<file path="config.mk">
export PLATFORM = sky130hd
export DESIGN_NAME = axi_nm_arbiter
export DESIGN_NICKNAME = d
export VERILOG_FILES = /design/src/rtl/axi_nm_arbiter.sv
export SDC_FILE = /design/constraint.sdc
export NUM_CORES = 1
export LEC_CHECK = 0
export BUFFER_PORTS_ARGS = -buffer_cell sky130_fd_sc_hd__buf_2
export CORE_AREA = 10 10 374 376
export CTS_BUF_LIST = sky130_fd_sc_hd__clkbuf_4 sky130_fd_sc_hd__clkbuf_8
export CTS_CLUSTER_SIZE = 14
export DETAILED_ROUTE_END_ITERATION = 10
export DIE_AREA = 0 0 384 386
export PLACE_DENSITY = 0.3
export SLEW_MARGIN = 40
export SYNTH_ARGS = -nofsm -noshare
export SYNTH_HDL_FRONTEND = slang
export SYNTH_SLANG_ARGS = --single-unit
export TNS_END_PERCENT = 5
</file>
<file path="constraint.sdc">
create_clock -name clk_i -period 2.6 [get_ports clk_i]
set_clock_uncertainty 0.2 [all_clocks]
set_input_delay 0.39 -clock clk_i [delete_from_list [all_inputs] [get_ports clk_i]]
set_output_delay 0.39 -clock clk_i [all_outputs]
set_load 0.01 [all_outputs]
</file>
<file path="src/rtl/axi_nm_arbiter.sv">
// AXI4 N-master to 1-slave arbiter with independent round-robin write/read paths.
// Master index is prepended to the slave-side ID so responses route back by ID.
//
// Ports (m_* buses are NM lanes, lane i at [i*W +: W]):
//   clk_i, rst_i                  clock, synchronous active-high reset
//   m_aw*/m_w*/m_b*               per-master write address, data, response
//   m_ar*/m_r*                    per-master read address, data
//   s_aw*/s_w*/s_b*               slave write channels (id width SIW)
//   s_ar*/s_r*                    slave read channels (id width SIW)
module axi_nm_arbiter #(
  parameter int NM = 4,
  parameter int ID_BITS = 4,
  parameter int ADDR_WIDTH = 32,
  parameter int DATA_WIDTH = 32,
  parameter int LEN_BITS = 8,
  localparam int MIW = $clog2(NM),
  localparam int SIW = ID_BITS + MIW,
  localparam int SW = DATA_WIDTH / 8
) (
  input  logic                     clk_i,
  input  logic                     rst_i,
  input  logic [NM*ID_BITS-1:0]    m_awid,
  input  logic [NM*ADDR_WIDTH-1:0] m_awaddr,
  input  logic [NM*LEN_BITS-1:0]   m_awlen,
  input  logic [NM*3-1:0]          m_awsize,
  input  logic [NM*2-1:0]          m_awburst,
  input  logic [NM-1:0]            m_awvalid,
  output logic [NM-1:0]            m_awready,
  input  logic [NM*DATA_WIDTH-1:0] m_wdata,
  input  logic [NM*SW-1:0]         m_wstrb,
  input  logic [NM-1:0]            m_wlast,
  input  logic [NM-1:0]            m_wvalid,
  output logic [NM-1:0]            m_wready,
  output logic [NM*ID_BITS-1:0]    m_bid,
  output logic [NM*3-1:0]          m_bresp,
  output logic [NM-1:0]            m_bvalid,
  input  logic [NM-1:0]            m_bready,
  input  logic [NM*ID_BITS-1:0]    m_arid,
  input  logic [NM*ADDR_WIDTH-1:0] m_araddr,
  input  logic [NM*LEN_BITS-1:0]   m_arlen,
  input  logic [NM*3-1:0]          m_arsize,
  input  logic [NM*2-1:0]          m_arburst,
  input  logic [NM-1:0]            m_arvalid,
  output logic [NM-1:0]            m_arready,
  output logic [NM*ID_BITS-1:0]    m_rid,
  output logic [NM*DATA_WIDTH-1:0] m_rdata,
  output logic [NM*3-1:0]          m_rresp,
  output logic [NM-1:0]            m_rlast,
  output logic [NM-1:0]            m_rvalid,
  input  logic [NM-1:0]            m_rready,
  output logic [SIW-1:0]           s_awid,
  output logic [ADDR_WIDTH-1:0]    s_awaddr,
  output logic [LEN_BITS-1:0]      s_awlen,
  output logic [2:0]               s_awsize,
  output logic [1:0]               s_awburst,
  output logic                     s_awvalid,
  input  logic                     s_awready,
  output logic [DATA_WIDTH-1:0]    s_wdata,
  output logic [SW-1:0]            s_wstrb,
  output logic                     s_wlast,
  output logic                     s_wvalid,
  input  logic                     s_wready,
  input  logic [SIW-1:0]           s_bid,
  input  logic [2:0]               s_bresp,
  input  logic                     s_bvalid,
  output logic                     s_bready,
  output logic [SIW-1:0]           s_arid,
  output logic [ADDR_WIDTH-1:0]    s_araddr,
  output logic [LEN_BITS-1:0]      s_arlen,
  output logic [2:0]               s_arsize,
  output logic [1:0]               s_arburst,
  output logic                     s_arvalid,
  input  logic                     s_arready,
  input  logic [SIW-1:0]           s_rid,
  input  logic [DATA_WIDTH-1:0]    s_rdata,
  input  logic [2:0]               s_rresp,
  input  logic                     s_rlast,
  input  logic                     s_rvalid,
  output logic                     s_rready
);

  typedef enum logic [1:0] {
    W_IDLE, W_ADDR, W_DATA, W_RESP
  } w_st_t;

  typedef enum logic [1:0] {
    R_IDLE, R_ADDR, R_DATA
  } r_st_t;

  // First requester at or after ptr, wrapping modulo NM.
  function automatic logic [MIW-1:0] rr_pick(
    input logic [NM-1:0]  req,
    input logic [MIW-1:0] ptr
  );
    logic [MIW-1:0] p;
    logic           hit;
    int             idx;
    p = '0;
    hit = 1'b0;
    for (int k = 0; k < NM; k++) begin
      idx = (int'(ptr) + k) % NM;
      if (!hit && req[idx]) begin
        p = MIW'(idx);
        hit = 1'b1;
      end
    end
    return p;
  endfunction

  function automatic logic [MIW-1:0] rr_next(
    input logic [MIW-1:0] g
  );
    return (int'(g) == NM - 1) ? '0 : g + MIW'(1);
  endfunction

  w_st_t               w_st, w_nx;
  logic [MIW-1:0]      w_gnt, w_ptr, b_sel;
  logic [LEN_BITS-1:0] w_len, w_cnt;
  logic                aw_hs, w_hs, w_end, b_hs, b_hit;

  r_st_t               r_st, r_nx;
  logic [MIW-1:0]      r_gnt, r_ptr, r_sel;
  logic                ar_hs, r_end, r_hit;

  assign aw_hs = s_awvalid && s_awready;
  assign w_hs  = s_wvalid && s_wready;
  // Burst ends on wlast, or on the beat that fills awlen+1.
  assign w_end = w_hs && (s_wlast || w_cnt == w_len);
  assign b_hs  = s_bvalid && s_bready;
  assign b_sel = s_bid[SIW-1:ID_BITS];
  // Grant is always < NM, so a match also rules out bad indices.
  assign b_hit = b_sel == w_gnt;

  assign ar_hs = s_arvalid && s_arready;
  assign r_end = s_rvalid && s_rready && s_rlast;
  assign r_sel = s_rid[SIW-1:ID_BITS];
  assign r_hit = r_sel == r_gnt;

  assign s_awid    = {w_gnt, m_awid[int'(w_gnt)*ID_BITS +: ID_BITS]};
  assign s_awaddr  = m_awaddr[int'(w_gnt)*ADDR_WIDTH +: ADDR_WIDTH];
  assign s_awlen   = m_awlen[int'(w_gnt)*LEN_BITS +: LEN_BITS];
  assign s_awsize  = m_awsize[int'(w_gnt)*3 +: 3];
  assign s_awburst = m_awburst[int'(w_gnt)*2 +: 2];
  assign s_wdata   = m_wdata[int'(w_gnt)*DATA_WIDTH +: DATA_WIDTH];
  assign s_wstrb   = m_wstrb[int'(w_gnt)*SW +: SW];
  assign s_wlast   = m_wlast[w_gnt];
  assign m_bid     = {NM{s_bid[ID_BITS-1:0]}};
  assign m_bresp   = {NM{s_bresp}};

  assign s_arid    = {r_gnt, m_arid[int'(r_gnt)*ID_BITS +: ID_BITS]};
  assign s_araddr  = m_araddr[int'(r_gnt)*ADDR_WIDTH +: ADDR_WIDTH];
  assign s_arlen   = m_arlen[int'(r_gnt)*LEN_BITS +: LEN_BITS];
  assign s_arsize  = m_arsize[int'(r_gnt)*3 +: 3];
  assign s_arburst = m_arburst[int'(r_gnt)*2 +: 2];
  assign m_rid     = {NM{s_rid[ID_BITS-1:0]}};
  assign m_rdata   = {NM{s_rdata}};
  assign m_rresp   = {NM{s_rresp}};
  assign m_rlast   = {NM{s_rlast}};

  always_ff @(posedge clk_i) begin
    if (rst_i) begin
      w_st  <= W_IDLE;
      w_gnt <= '0;
      w_ptr <= '0;
      w_len <= '0;
      w_cnt <= '0;
    end else begin
      w_st <= w_nx;
      if (w_st == W_IDLE && |m_awvalid) begin
        w_gnt <= rr_pick(m_awvalid, w_ptr);
        w_ptr <= rr_next(rr_pick(m_awvalid, w_ptr));
      end
      if (w_st == W_ADDR && aw_hs) begin
        w_len <= s_awlen;
        w_cnt <= '0;
      end
      if (w_st == W_DATA && w_hs)
        w_cnt <= w_cnt + LEN_BITS'(1);
    end
  end

  always_comb begin
    w_nx = w_st;
    unique case (w_st)
      W_IDLE: if (|m_awvalid) w_nx = W_ADDR;
      W_ADDR: if (aw_hs) w_nx = W_DATA;
      W_DATA: if (w_end) w_nx = W_RESP;
      W_RESP: if (b_hs) w_nx = W_IDLE;
      default: w_nx = W_IDLE;
    endcase
  end

  always_comb begin
    m_awready = '0;
    m_wready  = '0;
    m_bvalid  = '0;
    s_awvalid = 1'b0;
    s_wvalid  = 1'b0;
    s_bready  = 1'b0;
    unique case (w_st)
      W_ADDR: begin
        s_awvalid        = m_awvalid[w_gnt];
        m_awready[w_gnt] = s_awready;
      end
      W_DATA: begin
        s_wvalid        = m_wvalid[w_gnt];
        m_wready[w_gnt] = s_wready;
      end
      W_RESP: begin
        if (b_hit) begin
          m_bvalid[b_sel] = s_bvalid;
          s_bready        = m_bready[b_sel];
        end else begin
          s_bready = 1'b1;
        end
      end
      default: ;
    endcase
  end

  always_ff @(posedge clk_i) begin
    if (rst_i) begin
      r_st  <= R_IDLE;
      r_gnt <= '0;
      r_ptr <= '0;
    end else begin
      r_st <= r_nx;
      if (r_st == R_IDLE && |m_arvalid) begin
        r_gnt <= rr_pick(m_arvalid, r_ptr);
        r_ptr <= rr_next(rr_pick(m_arvalid, r_ptr));
      end
    end
  end

  always_comb begin
    r_nx = r_st;
    unique case (r_st)
      R_IDLE: if (|m_arvalid) r_nx = R_ADDR;
      R_ADDR: if (ar_hs) r_nx = R_DATA;
      R_DATA: if (r_end) r_nx = R_IDLE;
      default: r_nx = R_IDLE;
    endcase
  end

  always_comb begin
    m_arready = '0;
    m_rvalid  = '0;
    s_arvalid = 1'b0;
    s_rready  = 1'b0;
    unique case (r_st)
      R_ADDR: begin
        s_arvalid        = m_arvalid[r_gnt];
        m_arready[r_gnt] = s_arready;
      end
      R_DATA: begin
        if (r_hit) begin
          m_rvalid[r_sel] = s_rvalid;
          s_rready        = m_rready[r_sel];
        end else begin
          s_rready = 1'b1;
        end
      end
      default: ;
    endcase
  end

endmodule

</file>
== Yosys cells after proc, flatten, opt, wreduce, memory -nomap -nowiden ==
Index checks and enable logic that the tools add are counted.

* Input port bits: 618
* Memories: 0
* Memory bits (read-only): 0
* Output and inout port bits: 352
* Flip-flop bits (word level): 28
* RAM bits: 0
* Bits in latches: 0

* Multipliers: 2
* Reductions and logical operators: 41
* Magnitude comparators: 16
* Shift operators: 12
* Divide/modulo/power cells: 0
* Eq/ne operators: 17
* Multiplexer cells: 99
* Add/sub/neg operators: 9
* Bitwise gates (word level): 11

{| class="wikitable"
|+ Operator list
! kind !! number
|-
| 128-bit by 8-bit indexed part select with 32-bit output || 3
|-
| 32-bit by 6-bit indexed part select with 8-bit output || 2
|-
| 1-bit two-way mux || 49
|-
| 16-bit by 5-bit indexed part select with 4-bit output || 3
|-
| 2-bit two-way mux || 21
|-
| 1-bit binary-select mux with 2-bit select || 14
|-
| 4-bit two-way mux || 7
|-
| 3-bit by 4-bit < comparator with 1-bit output (second input constant) || 6
|-
| 12-bit by 5-bit indexed part select with 3-bit output || 2
|-
| 1-bit logical AND || 21
|-
| 4-bit AND || 5
|-
| 2-bit by 3-bit < comparator with 1-bit output (second input constant) || 6
|-
| 8-bit two-way mux || 2
|-
| 8-bit by 4-bit indexed part select with 2-bit output || 2
|-
| 2-bit OR reduction || 6
|-
| 2-bit inequality test (second input constant) || 5
|-
| 2-bit by 1-bit adder with 2-bit output (second input constant) || 4
|-
| 2-bit adder (second input constant) || 4
|-
| 8-bit by 1-bit adder with 8-bit output (second input constant) || 1
|-
| 1-bit demux with 2-bit select || 4
|-
| 2-bit by 1-bit equality test with 1-bit output (second input constant) || 4
|-
| 8-bit equality test || 1
|-
| 2-bit by 1-bit >= comparator with 1-bit output (second input constant) || 4
|-
| 2-bit by 2-bit multiplier with 4-bit output (second input constant) || 2
|-
| 13 further kinds || 29
|}

== Depth between registers and ports, before layout ==
* Depth after elaboration: 22
* Gate-level depth with buffers: 8
* Gate-level depth less buffers: 6

== Worst setup path after synthesis ==
No wires, ideal clock.

* Path type: reg-to-output
* Start point: register w_gnt[0]
* End point: output port s_awid[0]
* Arrival: 1674 ps
* Setup slack: 336 ps
* Required time: 2010 ps
* Stages on the path, launching flop included: 5
* Cell sequence: dfxtp_1 > buf_6 > buf_2 > buf_2 > mux4_2

* Cells in the longest elaborated chain, start to end: 1

{| class="wikitable"
|+ RTL lines
! element !! RTL line !! RTL
|-
| from (decl) || 117 || <nowiki>logic [MIW-1:0] w_gnt, w_ptr, b_sel;</nowiki>
|-
| from (signal assigned) || 170 || <nowiki>w_gnt <= rr_pick(m_awvalid, w_ptr);</nowiki>
|-
| 16-bit by 5-bit indexed part select with 4-bit output || 139 || <nowiki>assign s_awid = {w_gnt, m_awid[int'(w_gnt)*ID_BITS +: ID_BITS]};</nowiki>
|-
| to (decl) || 51 || <nowiki>output logic [SIW-1:0] s_awid,</nowiki>
|}

No other way between the ends.

== Worst setup path after layout ==
* Start point: register w_gnt[0]
* End point: output port s_awaddr[29]

* Cells in the longest elaborated chain, start to end: 1

{| class="wikitable"
|+ RTL lines
! element !! RTL line !! RTL
|-
| 128-bit by 8-bit indexed part select with 32-bit output || 140 || <nowiki>assign s_awaddr = m_awaddr[int'(w_gnt)*ADDR_WIDTH +: ADDR_WIDTH];</nowiki>
|-
| to (decl) || 52 || <nowiki>output logic [ADDR_WIDTH-1:0] s_awaddr,</nowiki>
|}

No other way between the ends.

==> results_dict.tcl <==
set metrics [dict create \
    timing.hold.ws_ns 0.108 \
    clk_path_buf_depth 2 \
    finish.instance_area_mm2 0.0116 \
    drive_gt1_share_pct 82.4 \
    fin_crit_sh_pct 98.1 \
    grt_overflow 0 \
    routed_wl_um 72100 \
    slew_viol_final 0 \
    synth_top_area_share_pct 47.8 \
    setup-violations-final 0 \
    p_total_w 0.00618 \
    antenna_found_initial 70 \
    status "finished clean" \
    cpLargestDelayFamily "buffers and inverters" \
    cts-hold-fix-buffers 0 \
    grt_pass1_vias 8458 \
    die_w_um 384 \
    ys_dominant_reg_cell "dfxtp_1" \
    synthCells 593 \
    cts_max_level 1 \
    ys_types 43 \
    wl_per_cell_um 24.6 \
    synth_seq_area_share_pct 8.61 \
    area_growth_syn_to_layout_pct 78.1 \
    gp_congestion 0.849 \
    cts_made_buffers 3 \
    postSynthAreaPerCell_um2 11.0 \
    vdd_drop_max_mv 0.258 \
    critPathArrivalTime_ns 1.96 \
    critPathKind "flop to output port" \
    period_needed_ns 2.55 \
    max_freq_mhz 392 \
    coreArea_mm2 0.133 \
    grt_start_max_net_pins 46 \
    place_area_mm2 0.0111 \
    yosysMostFrequentCell "buf_4" \
    synth_area_leaders "mux4_2 (48%), buf_4 (22%), dfxtp_1 (8.6%), mux2i_1 (3.1%), nor2_1 (2.4%)" \
    viasPerCell 2.66 \
    ys_ff_latch 28 \
    r2r_slack_ns 0.21 \
    powerDensity_mw_per_mm2 533 \
    worstSetupStartpointType "flop" \
    hold_class "input pin to flop" \
    antenna_left 0 \
    io_pins 970 \
    die_h_um 386 \
    place.port_buffers 739 \
    grt_pass1_wl_um 88900 \
    clock_latency_ns 0.36 \
    grt.total_usage_pct 9.07 \
    cts_tree "yes" \
    rsz0062_at_grt "true" \
    place_ws_ns 0.147 \
    dr.pass1.iters 4 \
    finalHoldViolations 0 \
    rows 134 \
    critPathBufInv 3 \
    cts-root-buf "clkbuf_8" \
    ys_warn_count 0 \
    post-dp-hpwl_um 66900 \
    synth_commonest_cells "buf_4 (188), mux4_2 (138), nor2_1 (41), dfxtp_1 (28), mux2i_1 (20)" \
    synth_fp_nets 1218 \
    route.detailed.drc 0 \
    fin_ws_ns 0.0506 \
    worstPathRequired_ns 2.01 \
    max_stage_delay_ns 0.54 \
    worst_slew_pin_slew_ns 0.585 \
    yosys.area.top_type "mux4_2" \
    crit_top_cell "buf_16" \
    slew_headroom_pct 61.0 \
    crit_chain "buf_16 -> buf_16 -> mux4_2 -> buf_2" \
    die_area_mm2 0.148 \
    clkSlewWorstSetupHoldPaths_ns 0.16 \
    crit_fanout 20 \
    cts.sinks 28 \
    netlist_area_mm2 0.00651 \
    drtIter0Drc 444 \
    final_net_count 1768 \
    async_reset_ff_share_pct 0 \
    synth-edff-count 0 \
    maxCapViolCount 0 \
    leakagePower_nw 4.75 \
    cp_slowest_cell "mux4_2" \
    crit_path_end_kind "output port" \
    vias 7794 \
    initial_utilization_pct 4.91 \
]
==> power by group <==
part | internal [W] | leakage, nW | total [W] | switching [W]
Combinational | 0.00240 | 4.49 | 0.00512 | 0.00272
Clock | 0.000208 | 0.0358 | 0.000432 | 0.000224
Sequential | 0.000502 | 0.231 | 0.000627 | 0.000125
Total | 0.00311 | 4.75 | 0.00618 | 0.00307
==> state kept, by name, indices dropped and copies added (netlist names) <==
register / cells
w_cnt: 8
w_len: 8
r_gnt: 2
r_ptr: 2
r_st: 2
w_gnt: 2
w_ptr: 2
w_st: 2
==> worst min-delay path, cell delays in order <==
cell and delay, ns:
buf_2 0.12, nand3_1 0.07, a21oi_1 0.06
==> metal layers <==
layer,routed length [µm],global-route usage (%)
met5,339,0
met4,2270,3.12
met3,9160,5.09
met2,35900,15.9
met1,24500,8.98
==> cell families (layout without fill, tap and decap cells) <==
kind of cell / count (synthesis) / count (layout) / share of synthesized area [%]
AO/OA/AOI/OAI: 42 / 42 / 4.27
AND/OR/NAND/NOR: 109 / 109 / 8.25
other: 0 / 23 / 0
buffers and inverters: 239 / 788 / 25.3
multiplexers: 159 / 159 / 51.0
XOR/XNOR: 9 / 9 / 1.21
adder cells (fa/ha/maj): 7 / 7 / 1.35
flip-flops: 28 / 28 / 8.61
==> what timing repair did <==
item                                    4_1_cts  5_1_grt
setup buffers                                 2        2
gates cloned                                  0        2
pin swaps                                     1        1
resized for setup                            52       14
endpoints found under the setup margin       62       43
==> layout make-up <==
cell class | count | area, µm²
repair buffers | 775 | 4300
inverters | 9 | 33.8
flip-flops and latches | 28 | 576
clock buffers | 3 | 41.3
diodes | 23 | 57.6
well taps | 1768 | 2210
clock inverters | 1 | 30.0
fillers | 15500 | 121000
multi-input cells | 326 | 4340
==> metrics by stage <==
| step | utilization [%] | instances | setup TNS [ns] |
|---|---|---|---|
| 2_1_floorplan | - | 593 | 0 |
| 3_3_place_gp | 8.39 | 2900 | 0 |
| 3_5_place_dp | 8.39 | 2900 | 0 |
| 4_1_cts | 8.60 | 2906 | -0.759 |
| 5_1_grt | 8.72 | 2919 | -0.508 |
| 6_report | 8.74 | 2933 | 0 |
==> cell usage in the layout (no fill, tap or decap), drive strengths merged, types with 5 or more instances in the layout <==
| cell | synthesis | routed |
|---|---|---|
| buf | 212 | 773 |
| mux4 | 138 | 138 |
| nor2 | 42 | 42 |
| dfxtp | 28 | 28 |
| diode | 0 | 23 |
| mux2i | 20 | 20 |
| a21oi | 17 | 17 |
| nand2 | 16 | 16 |
| nand2b | 10 | 10 |
| inv | 9 | 9 |
| xnor2 | 9 | 9 |
| o21ai | 8 | 8 |
| nand3 | 8 | 8 |
| ha | 7 | 7 |
| nor3 | 6 | 6 |
| and2 | 5 | 5 |
| clkbuf | 18 | 5 |
==> path summary, 6_finish.rpt <==
path | start | to | cells past startpoint
worst max-delay path | w_gnt[0]$_SDFFE_PP0P_ | s_awaddr[29] | 4
worst min-delay path | s_arready | r_st[1]$_SDFFE_PP0P_ | 3
worst max register to register | w_gnt[0]$_SDFFE_PP0P_ | w_cnt[7]$_SDFFE_PP0P_ | 7
worst min register to register | r_ptr[0]$_SDFFE_PP0P_ | r_ptr[0]$_SDFFE_PP0P_ | 2
Note: power is estimated with default switching activity, not from simulation.
